### src/rtl/mem_arbiter_if.sv
// Bus bundle for mem_arbiter: two master request ports plus the single-port memory side.
// The slave modport is the arbiter's view; the master modport is the masters' and memory's view.
interface mem_arbiter_if #(
    parameter int AW = 16,
    parameter int DW = 16
);
    logic          m0_req;
    logic          m0_we;
    logic [AW-1:0] m0_addr;
    logic [DW-1:0] m0_wdata;
    logic          m0_gnt;
    logic          m0_rvalid;
    logic [DW-1:0] m0_rdata;

    logic          m1_req;
    logic          m1_we;
    logic [AW-1:0] m1_addr;
    logic [DW-1:0] m1_wdata;
    logic          m1_gnt;
    logic          m1_rvalid;
    logic [DW-1:0] m1_rdata;

    logic [AW-1:0] mem_addr;
    logic [DW-1:0] mem_wdata;
    logic          mem_we;
    logic [DW-1:0] mem_rdata;

    modport slave (
        input  m0_req, m0_we, m0_addr, m0_wdata,
        output m0_gnt, m0_rvalid, m0_rdata,
        input  m1_req, m1_we, m1_addr, m1_wdata,
        output m1_gnt, m1_rvalid, m1_rdata,
        output mem_addr, mem_wdata, mem_we,
        input  mem_rdata
    );

    modport master (
        output m0_req, m0_we, m0_addr, m0_wdata,
        input  m0_gnt, m0_rvalid, m0_rdata,
        output m1_req, m1_we, m1_addr, m1_wdata,
        input  m1_gnt, m1_rvalid, m1_rdata,
        input  mem_addr, mem_wdata, mem_we,
        output mem_rdata
    );
endinterface

### src/rtl/mem_arbiter.sv
// Two-master arbiter for a single-port memory with fixed read latency RD_LAT (1..7).
// Define MEM_ARBITER_RR_EN for round-robin tie-breaking; otherwise master 0 has fixed priority.
module mem_arbiter #(
    parameter int AW     = 16,
    parameter int DW     = 16,
    parameter int RD_LAT = 2
) (
    input logic          Clock,
    input logic          Resetn,
    mem_arbiter_if.slave bus
);
    typedef enum logic [1:0] {StIdle, StAccess, StWait} state_e;

    state_e        state_q, state_d;
    logic          gnt0, gnt1, mem_we, prio0, rd_done;
    logic          owner_q, op_we_q;
    logic [2:0]    cnt_q;
    logic [AW-1:0] mem_addr_q;
    logic [DW-1:0] mem_wdata_q;
    logic [DW-1:0] rdata0_q, rdata1_q;
    logic          rvalid0_q, rvalid1_q;

`ifdef MEM_ARBITER_RR_EN
    logic last_q;

    // last_q = 1 means master 1 won most recently, so master 0 takes the next tie
    always_ff @(posedge Clock or negedge Resetn) begin
        if (!Resetn) begin
            last_q <= 1'b1;
        end else if (gnt0 || gnt1) begin
            last_q <= gnt1;
        end
    end

    assign prio0 = last_q;
`else
    assign prio0 = 1'b1;
`endif

    always_ff @(posedge Clock or negedge Resetn) begin
        if (!Resetn) begin
            state_q <= StIdle;
        end else begin
            state_q <= state_d;
        end
    end

    assign rd_done = (state_q == StWait) && (cnt_q == 3'd0);

    always_comb begin
        state_d = state_q;
        unique case (state_q)
            StIdle:   if (gnt0 || gnt1) state_d = StAccess;
            StAccess: state_d = op_we_q ? StIdle : StWait;
            StWait:   if (cnt_q == 3'd0) state_d = StIdle;
            default:  state_d = StIdle;
        endcase
    end

    // Grants are combinational in IDLE and suppressed while reset is held
    always_comb begin
        gnt0   = 1'b0;
        gnt1   = 1'b0;
        mem_we = 1'b0;
        unique case (state_q)
            StIdle: begin
                gnt0 = Resetn && bus.m0_req && (prio0 || !bus.m1_req);
                gnt1 = Resetn && bus.m1_req && !gnt0;
            end
            StAccess: mem_we = op_we_q;
            default: ;
        endcase
    end

    always_ff @(posedge Clock or negedge Resetn) begin
        if (!Resetn) begin
            owner_q     <= 1'b0;
            op_we_q     <= 1'b0;
            cnt_q       <= 3'd0;
            mem_addr_q  <= '0;
            mem_wdata_q <= '0;
            rdata0_q    <= '0;
            rdata1_q    <= '0;
            rvalid0_q   <= 1'b0;
            rvalid1_q   <= 1'b0;
        end else begin
            rvalid0_q <= rd_done && !owner_q;
            rvalid1_q <= rd_done && owner_q;
            if (gnt0 || gnt1) begin
                owner_q     <= gnt1;
                op_we_q     <= gnt1 ? bus.m1_we    : bus.m0_we;
                mem_addr_q  <= gnt1 ? bus.m1_addr  : bus.m0_addr;
                mem_wdata_q <= gnt1 ? bus.m1_wdata : bus.m0_wdata;
            end
            // Counter holds remaining WAIT cycles after the current one
            if (state_q == StAccess) begin
                cnt_q <= 3'(RD_LAT - 1);
            end else if (state_q == StWait && cnt_q != 3'd0) begin
                cnt_q <= cnt_q - 3'd1;
            end
            if (rd_done) begin
                if (owner_q) rdata1_q <= bus.mem_rdata;
                else         rdata0_q <= bus.mem_rdata;
            end
        end
    end

    assign bus.m0_gnt    = gnt0;
    assign bus.m1_gnt    = gnt1;
    assign bus.m0_rvalid = rvalid0_q;
    assign bus.m1_rvalid = rvalid1_q;
    assign bus.m0_rdata  = rdata0_q;
    assign bus.m1_rdata  = rdata1_q;
    assign bus.mem_addr  = mem_addr_q;
    assign bus.mem_wdata = mem_wdata_q;
    assign bus.mem_we    = mem_we;
endmodule

### src/flat_wrapper.sv
// flat-port wrapper written by rule: the top's interface ports become plain ports
module mem_arbiter_flat 
#(
    parameter int AW     = 16,
    parameter int DW     = 16,
    parameter int RD_LAT = 2
)
  (Clock, Resetn, bus_m0_req, bus_m0_we, bus_m0_addr, bus_m0_wdata, bus_m0_gnt, bus_m0_rvalid, bus_m0_rdata, bus_m1_req, bus_m1_we, bus_m1_addr, bus_m1_wdata, bus_m1_gnt, bus_m1_rvalid, bus_m1_rdata, bus_mem_addr, bus_mem_wdata, bus_mem_we, bus_mem_rdata);
  mem_arbiter_if #(.AW(AW), .DW(DW)) bus_i ();
  input logic Clock;
  input logic Resetn;
  input wire logic [$bits(bus_i.m0_req)-1:0] bus_m0_req;
  input wire logic [$bits(bus_i.m0_we)-1:0] bus_m0_we;
  input wire logic [$bits(bus_i.m0_addr)-1:0] bus_m0_addr;
  input wire logic [$bits(bus_i.m0_wdata)-1:0] bus_m0_wdata;
  output wire logic [$bits(bus_i.m0_gnt)-1:0] bus_m0_gnt;
  output wire logic [$bits(bus_i.m0_rvalid)-1:0] bus_m0_rvalid;
  output wire logic [$bits(bus_i.m0_rdata)-1:0] bus_m0_rdata;
  input wire logic [$bits(bus_i.m1_req)-1:0] bus_m1_req;
  input wire logic [$bits(bus_i.m1_we)-1:0] bus_m1_we;
  input wire logic [$bits(bus_i.m1_addr)-1:0] bus_m1_addr;
  input wire logic [$bits(bus_i.m1_wdata)-1:0] bus_m1_wdata;
  output wire logic [$bits(bus_i.m1_gnt)-1:0] bus_m1_gnt;
  output wire logic [$bits(bus_i.m1_rvalid)-1:0] bus_m1_rvalid;
  output wire logic [$bits(bus_i.m1_rdata)-1:0] bus_m1_rdata;
  output wire logic [$bits(bus_i.mem_addr)-1:0] bus_mem_addr;
  output wire logic [$bits(bus_i.mem_wdata)-1:0] bus_mem_wdata;
  output wire logic [$bits(bus_i.mem_we)-1:0] bus_mem_we;
  input wire logic [$bits(bus_i.mem_rdata)-1:0] bus_mem_rdata;
  assign bus_i.m0_req = bus_m0_req;
  assign bus_i.m0_we = bus_m0_we;
  assign bus_i.m0_addr = bus_m0_addr;
  assign bus_i.m0_wdata = bus_m0_wdata;
  assign bus_m0_gnt = bus_i.m0_gnt;
  assign bus_m0_rvalid = bus_i.m0_rvalid;
  assign bus_m0_rdata = bus_i.m0_rdata;
  assign bus_i.m1_req = bus_m1_req;
  assign bus_i.m1_we = bus_m1_we;
  assign bus_i.m1_addr = bus_m1_addr;
  assign bus_i.m1_wdata = bus_m1_wdata;
  assign bus_m1_gnt = bus_i.m1_gnt;
  assign bus_m1_rvalid = bus_i.m1_rvalid;
  assign bus_m1_rdata = bus_i.m1_rdata;
  assign bus_mem_addr = bus_i.mem_addr;
  assign bus_mem_wdata = bus_i.mem_wdata;
  assign bus_mem_we = bus_i.mem_we;
  assign bus_i.mem_rdata = bus_mem_rdata;
  mem_arbiter #(.AW(AW), .DW(DW), .RD_LAT(RD_LAT)) u_core (.Clock(Clock), .Resetn(Resetn), .bus(bus_i));
endmodule
### config.mk
export PLATFORM = sky130hd
export DESIGN_NAME = mem_arbiter_flat
export DESIGN_NICKNAME = d
export VERILOG_FILES = /design/src/rtl/mem_arbiter_if.sv /design/src/rtl/mem_arbiter.sv /design/src/flat_wrapper.sv
export SDC_FILE = /design/constraint.sdc
export NUM_CORES = 1
export LEC_CHECK = 0
export CORE_MARGIN = 1.5
export CORE_UTILIZATION = 30
export CTS_BUF_LIST = sky130_fd_sc_hd__clkbuf_8
export CTS_CLUSTER_DIAMETER = 150
export DETAILED_ROUTE_END_ITERATION = 10
export GPL_ROUTABILITY_DRIVEN = 0
export REMOVE_ABC_BUFFERS = 1
export SETUP_SLACK_MARGIN = 0.02
export SKIP_CTS_REPAIR_TIMING = 1
export SYNTH_ARGS = -nofsm -noshare
export SYNTH_HDL_FRONTEND = slang
export SYNTH_SLANG_ARGS = --single-unit
export TNS_END_PERCENT = 100
### constraint.sdc
create_clock -name Clock -period 2.25 [get_ports Clock]
set_clock_uncertainty 0.05 [all_clocks]
set_input_delay 0.675 -clock Clock [delete_from_list [all_inputs] [get_ports Clock]]
set_output_delay 0.675 -clock Clock [all_outputs]
set_load 0.005 [all_outputs]
# Yosys cells after proc, flatten, opt, wreduce, memory -nomap -nowiden
# Index checks and enable logic that the tools add are counted.
# classes
muxes	12
bitwise	1
multipliers	0
n_addsub	1
order_cmp	0
shifts	0
n_div	0
n_eq_ne	4
n_reduce_logical	17
# op_table
cell	count
$mux 16	2
$logic_and 1x1->1	7
$mux 2	3
$mux 3	2
$pmux 2 s3	1
$reduce_and 2->1	3
$mux 1	4
$ne 2x1->1 const B	2
$logic_not 3->1	1
$reduce_bool 3->1	1
$sub 3x1->3 const B	1
$eq 2x1->1 const B	1
$eq 2x2->1 const B	1
$logic_not 1->1	2
$logic_not 2->1	1
$reduce_bool 2->1	1
$logic_or 1x1->1	1
$not 1->1	1
# totals
out_inout_bits	69
input_bits	86
word_cells	45
mem_count	0
romBits	0
mem_bits_rw	0
register_bits	73
latch_bits	0

# Longest topological paths before layout
# depth
word_depth	7
ltp_mapped	6

# Least setup slack after synthesis
# No wires, ideal clock.
# synth_path
kind	input to output
from	input bus_m0_req
to	output bus_m1_gnt
cell_stages	5
setup_slack_ns	0.031
t_arrival_ns	1.494
path_cell_list	clkbuf_1 -> nor2b_1 -> clkbuf_1 -> buf_2 -> and2_1
# synth_between
elab_chain_len	4
# synth_lines
item	line_no	text
from (decl)	flat_wrapper.sv:12	input wire logic [$bits(bus_i.m0_req)-1:0] bus_m0_req;
$logic_and 1x1->1	mem_arbiter.sv:67	gnt0 = Resetn && bus.m0_req && (prio0 || !bus.m1_req);
$logic_not 1->1	mem_arbiter.sv:68	gnt1 = Resetn && bus.m1_req && !gnt0;
$logic_and 1x1->1	mem_arbiter.sv:68	
$mux 1	mem_arbiter.sv:65	unique case (state_q)
to (decl)	flat_wrapper.sv:23	output wire logic [$bits(bus_i.m1_gnt)-1:0] bus_m1_gnt;
# Every way passes these cells.

# Worst setup path in the final report
# layout_path
from	register u_core.state_q[1]
to	output bus_m0_gnt
# layout_between
elab_chain_len	2
# layout_lines
item	line_no	text
from (decl)	mem_arbiter.sv:14	state_e state_q, state_d;
from (signal assigned)	mem_arbiter.sv:42	state_q <= StIdle;
from (signal assigned)	mem_arbiter.sv:44	state_q <= state_d;
$logic_not 2->1	mem_arbiter.sv:65	
$mux 1	mem_arbiter.sv:65	
to (decl)	flat_wrapper.sv:16	output wire logic [$bits(bus_i.m0_gnt)-1:0] bus_m0_gnt;
# Every way passes these cells.

==> metrics.cfg <==
[worst_setup_path]
start_kind = flip-flop
reg2reg_from = u_core.cnt_q[0]
endpoint_kind = primary output
worst_ep_required_time_ns = 1.52
worst-setup-path-type = flip-flop to primary output
path_max_fanout = 3
reg2reg_slack_ns = 0.34
r2r_cells = 6
cp.arrival_ns = 1.26
timing.rr.end = u_core.bus.m0_rdata[5]

[finish]
final_cell_mix = clkdlybuf4s50_1, dfrtp_1, a22oi_1
final_common_cell = clkdlybuf4s50_1
antennaDiodeCount = 0
regArea_mm2 = 0.00183
area_growth_pct = 64.6
multi_input_area_mm2 = 0.00118
final_core_util_pct = 51.6
n_fill_cell = 863
layout.nets = 475
drive_above_1_share_pct = 17.9

[global_routing]
grt_pass1_vias = 2676
grt_overflow = 0
grt_pass1_wl_mm = 14.2
antenna_found_initial = 0
grt-busiest-layer = met2
grt_max_degree = 75
met3_usage_pct = 3.74
met1_usage_pct = 19.5
met2_usage_pct = 27.9
track_usage_pct = 16.4

[placed_design]
portBuffers = 154
hpwl_mm = 6.10

[power_and_ir_drop]
p_leak_nw = 2.15
peakVddDrop_mv = 0.507
p_int_w = 0.00428
sw_frac_of_total_pct = 28.4
combPwrFrac_pct = 43.2
p_per_area_mw_per_mm2 = 1180
p_sw_w = 0.00170
pwr-share-seq_pct = 38.0
pwr-share-clk_pct = 18.8

[routing]
vias = 2483
wl_per_cell_um = 16.4
drt_first_iter_violations = 81
ant_nets = 0
wirelength_mm = 8.61
drc = 0
firstDrtPassIters = 4
viasPerCell = 4.73

[yosys]
yosys_warnings = 0
ys_types = 30
syn_avg_cell_area_um2 = 13.7
netlist_instances = 226
synth_seq_area_share_pct = 59.1
ys_ff_latch = 73
syn_area_mm2 = 0.00309

[sta]
relSlewSlack_pct = 38.0
layout_worst_path_cycle_share_pct = 88.3
holdWs_ns = 0.439
hold_viol = 0
setup-violations-final = 0
slew_violations = 0
fmax_ghz = 0.503
period_needed_ns = 1.99
tightestPinTransition_ns = 0.931
rsz0062_at_grt = no

[clocking]
clock_latency_ns = 0.33
clockBufferDepth = 2
cts_made_buffers = 9
cts_tree = done
cts.sinks = 73
path_clk_slew_ns = 0.08
htree_num_levels = 3
cts_root_buffer = clkbuf_8

[min_path]
min_to = u_core.bus.mem_addr[5]
hold_depth = 1
holdCritStartpoint = u_core.bus.mem_addr[5]
hp-class = flip-flop to flip-flop

[job]
maxCapViolCount = 0

[die]
die_h_um = 105
core_mm2 = 0.00986
ioPinCount = 155
die-area_mm2 = 0.0109
die_w_um = 105
start_util_pct = 31.4
rows = 36

[status]
status = completed

-- per-layer routing --
metal	wire length, um	share of wire [%]	vias up
li1	-	-	1181
met1	3590	42	1215
met2	4400	51	71
met3	337	3.9	16
met4	282	3.3	0
met5	0	0	-
-- cell type report --
class                           instances  area share, %
Timing Repair Buffer                  168           33.0
Clock inverter                          7           1.84
Multi-Input combinational cell        130           23.2
Clock buffer                            9           2.43
Sequential cell                        73           35.9
Tap cell                              133           3.27
Inverter                                5          0.418
-- per-stage QoR --
stage | cell area [um2] | worst slack (ns) | TNS [ns] | power [W] | cells
4_1_cts | 5050 | -0.474 | -1.02 | 0.00605 | 523
6_report | 5090 | 0.263 | 0 | 0.00599 | 525
3_5_place_dp | 4830 | -0.470 | -2.47 | 0.00488 | 507
3_3_place_gp | 4830 | -0.421 | -1.31 | 0.00485 | 507
2_1_floorplan | 3000 | -0.541 | -1.17 | 0.00319 | 208
5_1_grt | 5090 | 0.0889 | 0 | 0.00636 | 525
-- cell families (layout without fill, tap and decap cells) --
| kind of cell | after synthesis | after routing | synth area share, % |
|---|---|---|---|
| AOI/OAI and AO/OA | 76 | 76 | 19.3 |
| adders and majority gates | 2 | 2 | 0.809 |
| buffers and inverters | 23 | 189 | 3.56 |
| DFF | 73 | 73 | 59.1 |
| muxes | 32 | 32 | 12.7 |
| and+or+nand+nor | 20 | 20 | 4.49 |
-- power by group through the flow --
stage	sequential [W]	clock [W]	combinational (W)
floorplan	0.00234	0	0.000842
global placement	0.00228	0	0.00257
detailed placement	0.00228	0	0.00260
CTS	0.00227	0.00117	0.00261
global route	0.00236	0.00122	0.00278
finish	0.00228	0.00112	0.00259
-- cells in the mapped netlist --
library cell	instances	area share, %
dfrtp_1	73	59
a22oi_1	34	8.3
o2bb2ai_1	33	9.3
mux2_2	23	8.4
clkbuf_1	14	1.7
mux2_4	9	4.4
inv_1	4	0.49
nand2_1	4	0.49
a21oi_1	3	0.49
nor2_1	3	0.36
and2_1	2	0.40
buf_2	2	0.32
ha_1	2	0.81
nand2b_1	2	0.40
o21ai_0	2	0.32
o31ai_1	2	0.49
a22o_1	1	0.28
and2b_1	1	0.24
and3_1	1	0.20
buf_6	1	0.36
buf_8	1	0.49
inv_4	1	0.20
nand3b_1	1	0.24
nand4b_2	1	0.49
nor2b_1	1	0.20
nor3b_1	1	0.24
nor4_4	1	0.69
nor4b_1	1	0.28
o21ai_1	1	0.16
or2b_1	1	0.24
-- state kept, by name, indices dropped and copies added, names as in the netlist --
register / flops
u_core.bus.m0_rvalid: 1
u_core.cnt_q: 3
u_core.owner_q: 1
u_core.op_we_q: 1
u_core.bus.mem_addr: 16
u_core.bus.m0_rdata: 16
u_core.bus.mem_wdata: 16
u_core.state_q: 2
u_core.bus.m1_rvalid: 1
u_core.bus.m1_rdata: 16
-- worst max-delay path by stage --
stage	slack (ns)	depth (start not counted)	endpoint	from
floorplan	-0.54	2	bus_m1_gnt	bus_m1_req
global placement	-0.42	4	bus_m1_gnt	bus_m0_req
detailed placement	-0.47	4	bus_m1_gnt	bus_m0_req
CTS	-0.47	4	bus_m1_gnt	bus_m0_req
global route	0.09	5	u_core.bus.mem_wdata[13]	Resetn
finish	0.26	3	bus_m0_gnt	u_core.state_q[1]
-- worst max-delay path, stage by stage (launching register included) --
cell and delay, ns:
dfrtp_1 0.41, nor3b_2 0.23, and2_1 0.17, dlymetal6s2s_1 0.13
Note: power is estimated with default switching activity, not from simulation.
